`src/rtl/image_mem_writer.sv`:
```
// Write-side engine for the image BRAM: turns a valid/ready pixel stream into
// registered single-port write strobes, one frame per accepted start pulse.
module image_mem_writer #(
   parameter int unsigned DATA_W = 8,
   parameter int unsigned DEPTH  = 1024,
   parameter int unsigned ADDR_W = 10
) (
   input  logic              clk,
   input  logic              rst,
   input  logic              start,
   input  logic [ADDR_W-1:0] base_addr,
   input  logic [ADDR_W:0]   frame_len,
   input  logic              s_valid,
   input  logic [DATA_W-1:0] s_data,
   input  logic              s_last,
   output logic              s_ready,
   output logic              wr_en,
   output logic [ADDR_W-1:0] wr_addr,
   output logic [DATA_W-1:0] wr_data,
   output logic              busy,
   output logic              done,
   output logic              err_short,
   output logic              err_long,
   output logic [ADDR_W:0]   wr_count
);

   typedef enum logic [1:0] {IDLE, CAPTURE, DONE} state_t;

   localparam logic [ADDR_W-1:0] LAST_ADDR = ADDR_W'(DEPTH - 1);

   state_t            state;
   logic [ADDR_W-1:0] cur_addr;
   logic [ADDR_W:0]   len;
   logic [ADDR_W:0]   cnt_nxt;
   logic              xfer;

   // Ready is a pure decode of the state so a pixel is taken on every valid cycle of CAPTURE.
   assign s_ready = (state == CAPTURE);
   assign xfer    = s_valid && s_ready;
   assign cnt_nxt = wr_count + (ADDR_W+1)'(1);

   always_ff @(posedge clk) begin
      if (rst) begin
         state     <= IDLE;
         cur_addr  <= '0;
         len       <= '0;
         wr_en     <= 1'b0;
         wr_addr   <= '0;
         wr_data   <= '0;
         busy      <= 1'b0;
         done      <= 1'b0;
         err_short <= 1'b0;
         err_long  <= 1'b0;
         wr_count  <= '0;
      end else begin
         wr_en <= 1'b0;
         done  <= 1'b0;
         case (state)
            IDLE: begin
               if (start) begin
                  cur_addr  <= base_addr;
                  len       <= frame_len;
                  wr_count  <= '0;
                  err_short <= 1'b0;
                  err_long  <= 1'b0;
                  if (frame_len == '0) begin
                     state <= DONE;
                     done  <= 1'b1;
                  end else begin
                     state <= CAPTURE;
                     busy  <= 1'b1;
                  end
               end
            end
            CAPTURE: begin
               if (xfer) begin
                  wr_en    <= 1'b1;
                  wr_addr  <= cur_addr;
                  wr_data  <= s_data;
                  wr_count <= cnt_nxt;
                  // Wrap at DEPTH, which need not be a power of two.
                  cur_addr <= (cur_addr == LAST_ADDR) ? '0 : cur_addr + ADDR_W'(1);
                  if (cnt_nxt == len) begin
                     state <= DONE;
                     done  <= 1'b1;
                     busy  <= 1'b0;
                     if (!s_last) err_long <= 1'b1;
                  end else if (s_last) begin
                     state     <= DONE;
                     done      <= 1'b1;
                     busy      <= 1'b0;
                     err_short <= 1'b1;
                  end
               end
            end
            DONE: begin
               state <= IDLE;
            end
            default: begin
               state <= IDLE;
               busy  <= 1'b0;
            end
         endcase
      end
   end

endmodule

```
`config.mk`:
```
export PLATFORM = sky130hd
export DESIGN_NAME = image_mem_writer
export DESIGN_NICKNAME = d
export VERILOG_FILES = /design/src/rtl/image_mem_writer.sv
export SDC_FILE = /design/constraint.sdc
export NUM_CORES = 1
export LEC_CHECK = 0
export CAP_MARGIN = 30
export CORE_ASPECT_RATIO = 0.9
export CORE_MARGIN = 5
export CORE_UTILIZATION = 46
export CTS_BUF_LIST = sky130_fd_sc_hd__clkbuf_2 sky130_fd_sc_hd__clkbuf_4 sky130_fd_sc_hd__clkbuf_8
export DETAILED_ROUTE_END_ITERATION = 8
export GPL_TIMING_DRIVEN = 1
export PLACE_DENSITY_LB_ADDON = 0.12
export SETUP_SLACK_MARGIN = 0.5
export SKIP_LAST_GASP = 1
export SYNTH_ARGS = -nofsm -noshare
export SYNTH_HDL_FRONTEND = slang
export SYNTH_SLANG_ARGS = --single-unit
```
`constraint.sdc`:
```
create_clock -name clk -period 2.35 [get_ports clk]
set_input_delay 0.47 -clock clk [delete_from_list [all_inputs] [get_ports clk]]
set_output_delay 0.47 -clock clk [all_outputs]
set_load 0.005 [all_outputs]
```
==> impl_results.md <==
* Final setup skew at 0.00671 ns
* Final setup viols at 0
* Largest net degree at the start of global routing at 36
* Num ports at 69
* CTS Buf Count at 9
* Flop2flop setup slack at 0.18 ns
* Clk sink count at 57
* CTS tree: done
* CP Capture Type: flop
* Die height at 84.1 um
* Leakage at 1.43 nW
* Gpl congestion at 0.885
* R2r startpoint: wr_count[0]
* P&R area growth vs syn at 38.2%
* Maximum vdd ir drop at 0.000408 V
* Hold crit path type: reg2reg
* Worst reg-to-reg path cell count at 7
* Remaining global-route overflow at 0
* Clock network latency to the later pin of the worst-skew pair at roughly 0.35 ns
* Placed cell count at 490
* Slew Limit Fails at 0
* Die width at slightly above 90 um
* Top-count cell post-synth: nand2_1
* Die ar. at 0.00777 sq mm
* DP Area at around 0.0036 sq mm
* Vias in the first global route at approximately 2600
* Std-Cell Rows at 27
* Critical path class: reg2reg
* Top cell type's share of synthesized area at 0.407
* Drc violations at 0
* Antenna viol nets, final at 0
* Finished Layout Cells at ~520
* Fraction of layout cells with a size suffix above 1 at 0.153
* Max Clock Freq at 0.460 GHz
* Rel. slew slack at 0.741
* Pwr Density at ~570 mW/mm^2
* Switching part of the total at 0.283
* Post-route minimum period at 2.17 ns
* CTS Buffer Depth at 2
* Vias/cell at 5.50
* H-tree Lvls at 3
* Initial Utilization at 0.467
* Clock transition at path regs at approximately 0.06 ns
* Synthesized area per cell at 7.73 sq um
* Vias at 2836
* Antenna violations before repair at 0
* Post-route cell area at 0.00388 sq mm
* Ys async rst share at 0
* Post-synth cell types at between 40 and 50
* Worst endpoint required time at 2.57 ns
* Root Buffer: clkbuf_8
* Detailed placement HPWL at approximately 5300 um
* Ys flop type: dfxtp_1
* Hold Crit Depth at 2
* Final period util at 0.925
* P_sw at 0.000631 W
* DR iter-0 viols at roughly 160
* Post-synth EDFFs at 0
* Leading area contributor after synthesis: dfxtp_1
* Cell-internal power at between 0.0015 and 0.002 W
* Least-Margin Pin Slew at between 0.3 and 0.4 ns
* Synth area leaders: dfxtp_1 (41%), nand2_1 (9.9%), a21oi_1 (9.1%)
* #FFs+latches synth at 57
* Min-Delay Startpoint: wr_data[5]
* Setup TNS at 0 ns
* Total power at 0.00223 W
* Final Core Density at 0.645
* Warnings from Yosys at 0
* Post-Route WL at a little under 8000 um
* Hold Path End: wr_data[5]
* Area of the core at 0.00601 sq mm
* Crit Path Max Fanout at 5
* Sequential-to-total area share from yosys stat at 0.407
* Nets at 476
* Mapped cell area at 0.00281 sq mm
* Crit. Startpoint: wr_count[0]
* N_diodes at 0
* Final hold vios at 0
* Overall Global Routing Usage at 0.203
* Port Buffers at 68
* Wire length per cell at 15.2 um
* Startpoint types: flop
* Pre-antenna DRT Iters at 4
* Max_cap viols at 0
* First-pass GRT wire length at 12700 um
* WP data arrival at approximately 2.4 ns
* Clock share of power at 0.359
* Synth Net Count at 399
* Commonest cells post-synth: nand2_1 (74), dfxtp_1 (57), a21oi_1 (51)
* Gate power share at 0.169
* RSZ-0062 raised after global routing: yes
* Synthesized instance count at approximately 360
* Flop pwr share at 0.472
* Status: finished clean
* RR Endpoint: state[0]
## state kept, by name, summed over array words and instances (netlist names)
signal and cells:
wr_data 8, wr_count 11, err_long 1, done 1, wr_addr 10, busy 1
cur_addr 10, len 11, err_short 1, wr_en 1, state 2
## area by class of cell
| class | count | area, sq um |
|---|---|---|
| clock buffer | 10 | 138 |
| clock inverter | 5 | 31.3 |
| fill | 548 | 2130 |
| inverter | 4 | 15.0 |
| multi-input combinational | 277 | 1590 |
| sequential | 57 | 1160 |
| tap | 72 | 90.1 |
| timing repair buffer | 91 | 853 |
## how the worst max path moves through the flow
stage               end  slack (ns)  cells after the start
2_1_floorplan  state[0]        0.20                      8
3_3_place_gp   state[0]        0.17                      7
3_5_place_dp   state[0]        0.12                      7
4_1_cts        state[0]        0.19                      7
5_1_grt        state[0]        0.11                      7
6_report       state[0]        0.18                      7
## per-layer routing
layer,global-route usage,part of all wire,vias up
li1,-,-,1423
met1,0.276,0.46,1303
met2,0.312,0.45,99
met3,0.0496,0.072,11
met4,0.0729,0.012,0
met5,0,0,-
## layout by cell type (no fill, tap or decap), types with 3 or more instances in the layout
cell type	n
nand2_1	73
clkdlybuf4s50_1	65
a21oi_1	51
dfxtp_1	46
nor2_1	29
buf_4	23
nand3_1	14
o21ai_0	14
nor3_1	11
clkbuf_8	10
xnor2_1	8
dfxtp_2	7
nor4_1	6
nand2b_1	5
xor2_1	5
nand4_1	4
and3_1	4
a21o_1	4
dfxtp_4	4
a22oi_1	3
a211oi_1	3
inv_1	3
o211ai_1	3
## critical path, cell delays in order, from the launching register on
cell	delay [ns]
dfxtp_4	0.35
ha_4	0.17
and4_4	0.21
and3_4	0.16
or4_4	0.53
a2111oi_4	0.32
a21o_1	0.21
a311oi_1	0.10
## kinds of logic after synthesis
logic type | count (synthesis) | share of synthesized area
AO/OA/AOI/OAI | 97 | 0.212
XOR/XNOR | 15 | 0.0544
adder cells (fa/ha/maj) | 2 | 0.00892
buffers and inverters | 29 | 0.0495
flip-flops | 57 | 0.407
multiplexers | 2 | 0.00713
AND/OR/NAND/NOR | 161 | 0.262
## per-stage QoR
step / hold WS [ns] / setup slack (ns)
final: 0.453 / 0.176
after global routing: 0.483 / 0.115
after CTS: 0.456 / 0.188
after detailed placement: 0.448 / 0.123
after global placement: 0.442 / 0.169
after floorplan: 0.437 / 0.201
## power groups by stage
stage / sequential (W) / clock [W] / combinational [W]
detailed placement: 0.00107 / 0 / 0.000349
floorplan: 0.00107 / 0 / 0.000192
global route: 0.00106 / 0.000861 / 0.000412
global placement: 0.00108 / 0 / 0.000345
finish: 0.00105 / 0.000800 / 0.000376
CTS: 0.00105 / 0.000810 / 0.000360
## what timing repair did
item,in CTS,in global routing
setup endpoints to repair,13,16
hold buffers,0,0
resized for setup,11,14
setup buffers,7,4
pin swaps,3,9
No activity file was read; power rests on OpenSTA's default activity.
